## src/rtl/alu_pkg.sv

```systemverilog
// Shared types for the RV32I ID/EX issue stage: ALU opcodes, base opcodes and the
// registered slot presented to the combinational ALU in EX.
package alu_pkg;

    localparam int ALU_XLEN       = 32;
    localparam int ALU_REG_ADDR_W = 5;

    typedef enum logic [3:0] {
        ALU_ADD   = 4'b0000,
        ALU_SUB   = 4'b0001,
        ALU_SLT   = 4'b0010,
        ALU_SLTU  = 4'b0011,
        ALU_XOR   = 4'b0100,
        ALU_OR    = 4'b0101,
        ALU_AND   = 4'b0110,
        ALU_SLL   = 4'b0111,
        ALU_SRL   = 4'b1000,
        ALU_SRA   = 4'b1001,
        ALU_AUIPC = 4'b1110,
        ALU_LUI   = 4'b1111
    } alu_op_e;

    localparam logic [6:0] OPC_OP     = 7'b0110011;
    localparam logic [6:0] OPC_OP_IMM = 7'b0010011;
    localparam logic [6:0] OPC_LOAD   = 7'b0000011;
    localparam logic [6:0] OPC_LUI    = 7'b0110111;
    localparam logic [6:0] OPC_AUIPC  = 7'b0010111;

    typedef struct packed {
        logic                      valid;
        alu_op_e                   op;
        logic [ALU_XLEN-1:0]       a;
        logic [ALU_XLEN-1:0]       b;
        logic [ALU_REG_ADDR_W-1:0] rd;
        logic                      rd_wen;
        logic                      is_load;
    } slot_t;

    // ADDI has no subtract form, so funct7[5] only selects SUB for register-register ops.
    function automatic alu_op_e decode_alu_op(input logic [2:0] f3, input logic f7b5,
                                              input logic is_imm);
        case (f3)
            3'b000:  return (f7b5 && !is_imm) ? ALU_SUB : ALU_ADD;
            3'b001:  return ALU_SLL;
            3'b010:  return ALU_SLT;
            3'b011:  return ALU_SLTU;
            3'b100:  return ALU_XOR;
            3'b101:  return f7b5 ? ALU_SRA : ALU_SRL;
            3'b110:  return ALU_OR;
            default: return ALU_AND;
        endcase
    endfunction

endpackage

```

## src/rtl/operand_fwd_mux.sv

```systemverilog
// Resolves one source operand: x0, then EX/MEM, then MEM/WB, then register file data.
module operand_fwd_mux
    import alu_pkg::*;
#(
    parameter int XLEN       = ALU_XLEN,
    parameter int REG_ADDR_W = ALU_REG_ADDR_W
) (
    input  logic [REG_ADDR_W-1:0] i_rs_addr,
    input  logic [XLEN-1:0]       i_rf_data,
    input  logic                  i_exm_wen,
    input  logic [REG_ADDR_W-1:0] i_exm_rd,
    input  logic [XLEN-1:0]       i_exm_data,
    input  logic                  i_mwb_wen,
    input  logic [REG_ADDR_W-1:0] i_mwb_rd,
    input  logic [XLEN-1:0]       i_mwb_data,
    output logic [XLEN-1:0]       o_data
);

    // The younger EX/MEM result must shadow the older MEM/WB one for the same register.
    always_comb begin
        o_data = i_rf_data;
        if (i_rs_addr == '0) begin
            o_data = '0;
        end else if (i_exm_wen && (i_exm_rd == i_rs_addr)) begin
            o_data = i_exm_data;
        end else if (i_mwb_wen && (i_mwb_rd == i_rs_addr)) begin
            o_data = i_mwb_data;
        end
    end

endmodule

```

## src/rtl/alu_issue_stage.sv

```systemverilog
// ID/EX issue stage: decodes OP/OP-IMM/LOAD/LUI/AUIPC, forwards operands and
// registers the slot for the EX ALU, stalling on a load-use hazard.
module alu_issue_stage
    import alu_pkg::*;
#(
    parameter int XLEN       = ALU_XLEN,
    parameter int REG_ADDR_W = ALU_REG_ADDR_W
) (
    input  logic                  i_clk,
    input  logic                  i_rst_n,
    input  logic                  i_id_valid,
    output logic                  o_id_ready,
    input  logic [31:0]           i_id_instr,
    input  logic [31:0]           i_id_pc,
    output logic [REG_ADDR_W-1:0] o_rs1_addr,
    output logic [REG_ADDR_W-1:0] o_rs2_addr,
    input  logic [XLEN-1:0]       i_rs1_data,
    input  logic [XLEN-1:0]       i_rs2_data,
    input  logic                  i_exm_wen,
    input  logic [REG_ADDR_W-1:0] i_exm_rd,
    input  logic [XLEN-1:0]       i_exm_data,
    input  logic                  i_mwb_wen,
    input  logic [REG_ADDR_W-1:0] i_mwb_rd,
    input  logic [XLEN-1:0]       i_mwb_data,
    input  logic                  i_flush,
    input  logic                  i_ex_ready,
    output logic                  o_ex_valid,
    output logic [XLEN-1:0]       o_operand_a,
    output logic [XLEN-1:0]       o_operand_b,
    output logic [3:0]            o_alu_op,
    output logic [REG_ADDR_W-1:0] o_rd,
    output logic                  o_rd_wen,
    output logic                  o_is_load,
    output logic                  o_illegal
);

    logic [6:0]            w_opcode;
    logic [2:0]            w_f3;
    logic                  w_f7b5;
    logic [REG_ADDR_W-1:0] w_rs1;
    logic [REG_ADDR_W-1:0] w_rs2;
    logic [REG_ADDR_W-1:0] w_rd;
    logic [XLEN-1:0]       w_imm_i;
    logic [XLEN-1:0]       w_imm_u;
    logic [XLEN-1:0]       w_rs1_val;
    logic [XLEN-1:0]       w_rs2_val;
    logic                  w_is_shift;

    assign w_opcode   = i_id_instr[6:0];
    assign w_rd       = i_id_instr[11:7];
    assign w_f3       = i_id_instr[14:12];
    assign w_rs1      = i_id_instr[19:15];
    assign w_rs2      = i_id_instr[24:20];
    assign w_f7b5     = i_id_instr[30];
    assign w_imm_i    = {{(XLEN-12){i_id_instr[31]}}, i_id_instr[31:20]};
    assign w_imm_u    = {i_id_instr[31:12], 12'b0};
    assign w_is_shift = (w_f3 == 3'b001) || (w_f3 == 3'b101);

    assign o_rs1_addr = i_rst_n ? w_rs1 : '0;
    assign o_rs2_addr = i_rst_n ? w_rs2 : '0;

    operand_fwd_mux #(.XLEN(XLEN), .REG_ADDR_W(REG_ADDR_W)) u_fwd_rs1 (
        .i_rs_addr (w_rs1),
        .i_rf_data (i_rs1_data),
        .i_exm_wen (i_exm_wen),
        .i_exm_rd  (i_exm_rd),
        .i_exm_data(i_exm_data),
        .i_mwb_wen (i_mwb_wen),
        .i_mwb_rd  (i_mwb_rd),
        .i_mwb_data(i_mwb_data),
        .o_data    (w_rs1_val)
    );

    operand_fwd_mux #(.XLEN(XLEN), .REG_ADDR_W(REG_ADDR_W)) u_fwd_rs2 (
        .i_rs_addr (w_rs2),
        .i_rf_data (i_rs2_data),
        .i_exm_wen (i_exm_wen),
        .i_exm_rd  (i_exm_rd),
        .i_exm_data(i_exm_data),
        .i_mwb_wen (i_mwb_wen),
        .i_mwb_rd  (i_mwb_rd),
        .i_mwb_data(i_mwb_data),
        .o_data    (w_rs2_val)
    );

    slot_t w_dec;
    logic  w_legal;
    logic  w_rs1_used;
    logic  w_rs2_used;

    // Shift amounts are zero-extended because the ALU compares the whole operand_b.
    always_comb begin
        w_dec      = '0;
        w_legal    = 1'b0;
        w_rs1_used = 1'b0;
        w_rs2_used = 1'b0;
        case (w_opcode)
            OPC_OP: begin
                w_legal    = 1'b1;
                w_rs1_used = 1'b1;
                w_rs2_used = 1'b1;
                w_dec.op   = decode_alu_op(w_f3, w_f7b5, 1'b0);
                w_dec.a    = w_rs1_val;
                w_dec.b    = w_is_shift ? {{(XLEN-5){1'b0}}, w_rs2_val[4:0]} : w_rs2_val;
            end
            OPC_OP_IMM: begin
                w_legal    = 1'b1;
                w_rs1_used = 1'b1;
                w_dec.op   = decode_alu_op(w_f3, w_f7b5, 1'b1);
                w_dec.a    = w_rs1_val;
                w_dec.b    = w_is_shift ? {{(XLEN-5){1'b0}}, w_rs2} : w_imm_i;
            end
            OPC_LOAD: begin
                w_legal       = 1'b1;
                w_rs1_used    = 1'b1;
                w_dec.op      = ALU_ADD;
                w_dec.a       = w_rs1_val;
                w_dec.b       = w_imm_i;
                w_dec.is_load = 1'b1;
            end
            OPC_LUI: begin
                w_legal  = 1'b1;
                w_dec.op = ALU_LUI;
                w_dec.b  = w_imm_u;
            end
            OPC_AUIPC: begin
                w_legal  = 1'b1;
                w_dec.op = ALU_AUIPC;
                w_dec.a  = i_id_pc;
                w_dec.b  = w_imm_u;
            end
            default: ;
        endcase
        w_dec.valid  = w_legal;
        w_dec.rd     = w_rd;
        w_dec.rd_wen = w_legal && (w_rd != '0);
    end

    slot_t r_slot;
    logic  r_illegal;
    logic  w_cap;
    logic  w_hz;
    logic  w_xfer;

    // Handshake: the ID instruction moves when i_id_valid && o_id_ready on a clock edge;
    // the EX slot is consumed when o_ex_valid && i_ex_ready, and held unchanged otherwise.
    assign w_cap  = !r_slot.valid || i_ex_ready;
    assign w_hz   = r_slot.valid && r_slot.is_load && (r_slot.rd != '0) &&
                    ((w_rs1_used && (r_slot.rd == w_rs1)) ||
                     (w_rs2_used && (r_slot.rd == w_rs2)));
    assign o_id_ready = i_rst_n && w_cap && !w_hz && !i_flush;
    assign w_xfer     = i_id_valid && o_id_ready;

    always_ff @(posedge i_clk) begin
        if (!i_rst_n) begin
            r_slot    <= '0;
            r_illegal <= 1'b0;
        end else begin
            r_illegal <= w_xfer && !w_legal;
            if (i_flush) begin
                r_slot.valid <= 1'b0;
            end else if (w_xfer && w_legal) begin
                r_slot <= w_dec;
            end else if (w_cap) begin
                r_slot.valid <= 1'b0;
            end
        end
    end

    assign o_ex_valid  = r_slot.valid;
    assign o_operand_a = r_slot.a;
    assign o_operand_b = r_slot.b;
    assign o_alu_op    = r_slot.op;
    assign o_rd        = r_slot.rd;
    assign o_rd_wen    = r_slot.rd_wen;
    assign o_is_load   = r_slot.is_load;
    assign o_illegal   = r_illegal;

endmodule

```

## config.mk

```make
export PLATFORM = sky130hd
export DESIGN_NAME = alu_issue_stage
export DESIGN_NICKNAME = d
export VERILOG_FILES = /design/src/rtl/alu_pkg.sv /design/src/rtl/operand_fwd_mux.sv /design/src/rtl/alu_issue_stage.sv
export SDC_FILE = /design/constraint.sdc
export NUM_CORES = 1
export LEC_CHECK = 0
export ABC_AREA = 1
export BUFFER_PORTS_ARGS = -buffer_cell sky130_fd_sc_hd__buf_2
export CORE_MARGIN = 10
export CORE_UTILIZATION = 48
export DETAILED_ROUTE_END_ITERATION = 10
export HOLD_SLACK_MARGIN = 0.02
export PLACE_DENSITY_LB_ADDON = 0.1
export SLEW_MARGIN = 30
export SYNTH_ARGS = -nofsm -noshare
export SYNTH_HDL_FRONTEND = slang
export SYNTH_SLANG_ARGS = --single-unit
export TNS_END_PERCENT = 5
```

## constraint.sdc

```tcl
create_clock -name i_clk -period 2.35 [get_ports i_clk]
set_input_delay 0.705 -clock i_clk [delete_from_list [all_inputs] [get_ports i_clk]]
set_output_delay 0.705 -clock i_clk [all_outputs]
set_load 0.03 [all_outputs]
```

==> results.yml <==
clock_tree:
  cts_tree: "done"
  cts_buffers: 9
  clkSinkCount: 77
  insertion_delay_ns: 0.35
  clk_path_buf_depth: 2
  clock-root-buffer: "clkbuf_16"
  clk_pin_slew_ns: 0.06
  htree_levels: 3
logic_synthesis:
  syn_inst: 1219
  synth_seq_cells: 77
  yosys_warnings: 0
  synth_nets: 1428
  synth_area_leaders: "nand2_1, dfxtp_1, nor2_1"
  synth_seq_area_share_pct: 24.5
  synth_area_sq_um: 6300
  synth.avg_cell_area_sq_um: 5.17
  yosysTopAreaCellShare_pct: 25.8
  yosysTopAreaCell: "nand2_1"
  synth.distinct_cells: 32
setup_path:
  worstSetupPathType: "input port to primary output"
  crit_start: "i_id_instr[3]"
  rr_startpoint: "o_rd[3]"
  crit_arrival_ns: 1.59
  r2r_end: "o_operand_b[17]"
  required_ns: 1.64
  crit_end: "o_id_ready"
  critPathMaxFanout: 3
  cp-end-kind: "primary output"
  reg2reg_depth: 13
  start_kind: "input port"
  reg2reg_slack_ns: 0.57
power_and_ir_drop:
  p_leak_uw: 0.00537
  power_density_nw_per_um2: 419
  irDropWorstVdd_v: 0.000322
place:
  portBuffers: 296
  post-dp-hpwl_um: 21800
  routabilityCongestion: 0.938
outcome:
  run_status: "complete, no violations"
detailed_routing:
  totalWireLength_um: 28000
  viasPerCell: 4.98
  vias: 8391
  drc_errors: 0
  drt_iter0_markers: 862
  ant_nets: 0
  wire_per_inst_um: 16.6
  drt-pass1-iter-count: 5
timing:
  fmax_mhz: 436
  setup_viol: 0
  relSlewSlack_pct: 70.7
  worst_pin_slew_ns: 0.435
  post-route-period-util_pct: 97.6
  finalHoldViolCount: 0
  slew_viol_final: 0
  tns_ns: 0
  period_needed_ns: 2.29
  whs_ns: 0.509
  clock-skew-final_ns: 0.00561
cells_and_area:
  register_area_sq_um: 1550
  finalNetCount: 1714
  multiInputGateArea_sq_um: 4050
  fillers: 1286
  layout-drive-gt1-share_pct: 26.6
  final_common_cell: "nand2_1"
  syn_to_final_growth_pct: 37.4
  layout_common_cells: "nand2_1, nor2_1, buf_2"
global_routing:
  grt_pass1_wl_um: 42000
  antenna_found_initial: 4
  track_usage_pct: 29.0
  grt_pass1_vias: 7828
  grt_start_max_net_pins: 53
  overflow: 0
floorplanning:
  initial_core_util_pct: 49.5
  die_y_um: 135
  core_region_area_sq_um: 12700
  die-area_sq_um: 18100
  die_w_um: 135
  fp-row-count: 41
  io_pins: 297
min_path:
  hold_path_class: "flop to flop"
  hold_path_startpoint: "o_operand_a[2]"
flow_run:
  cap_violations: 0
## through the flow
stage	total power [uW]	cell area, sq um	util (%)	instances	worst slack, ns
3_5_place_dp	2040	8230	64.7	1664	-0.00437
4_1_cts	3610	8570	67.3	1680	0.00278
3_3_place_gp	2040	8230	64.7	1664	0.00850
6_report	3630	8660	68.1	1684	0.0575
2_1_floorplan	1670	6310	-	1219	0.0984
5_1_grt	3750	8660	68.1	1684	-0.0244
## cell type report
type                    instances  area share [%]
diodes                          2          0.0578
clock buffers                  10            2.76
clock inverters                 6            1.08
inverters                     119            5.16
multi-input cells             950            46.8
flip-flops and latches         77            17.9
well taps                     172            2.49
repair buffers                348            23.8
## where the power goes
group,switching (uW),internal (uW),total [uW],leakage [uW]
combinational,430,291,721,0.00459
sequential,4.61,1310,1320,0.000622
clock,625,968,1590,0.000159
## cell families (layout without fill, tap and decap cells)
group           Yosys count  after routing  synth area share, %
compound gates           35             35                 3.33
buf+inv                 192            483                 12.7
simple gates            908            908                 58.5
flops                    77             77                 24.5
other cells               0              2                    0
xor+xnor                  7              7                0.973
## worst min-delay path by stage
stage               slack (ns)  cells past startpoint         endpoint
floorplan                 0.63                      4      o_alu_op[0]
global placement          0.50                      4   o_operand_b[7]
detailed placement        0.50                      4   o_operand_a[2]
CTS                       0.51                      4   o_operand_a[2]
global route              0.54                      4  o_operand_b[21]
finish                    0.51                      4   o_operand_a[2]
## registers in the layout, indices dropped and copies added (netlist names)
signal,flops
o_rd,5
o_illegal,1
o_is_load,1
o_operand_b,32
o_alu_op,4
o_rd_wen,1
o_operand_a,32
o_ex_valid,1
## synthesized netlist by cell type (all sizes together)
cell,number
nand2,434
nor2,307
dfxtp,77
buf,40
inv,119
nor4,1
nand4,34
a31o,1
or2,1
xnor2,2
a21boi,1
clkbuf,33
nand3,127
o22ai,4
xor2,5
a21oi,8
o21ai,19
o31ai,1
nor3,4
o21bai,1
## what timing repair did
action                     4_1_cts  5_1_grt
hold buffers                     0        0
resized for setup                2       24
setup buffers                    0        2
pin swaps                        0        9
setup endpoints to repair        1        1
## critical path: stages
cell	delay [ns]
buf_2	0.12
nor2_2	0.10
nand2_2	0.09
a21oi_2	0.15
nand3_1	0.10
nand2_2	0.12
a21boi_4	0.07
buf_6	0.14
## routing by layer
layer | vias to the layer above | track usage, % | part of all wire, %
met5 | - | 0 | 0.043
met4 | 2 | 8.89 | 2.2
met3 | 48 | 7.46 | 9.6
met2 | 401 | 48.5 | 48
met1 | 3634 | 35.8 | 41
li1 | 4306 | - | -
(Power assumes the default switching activity.)
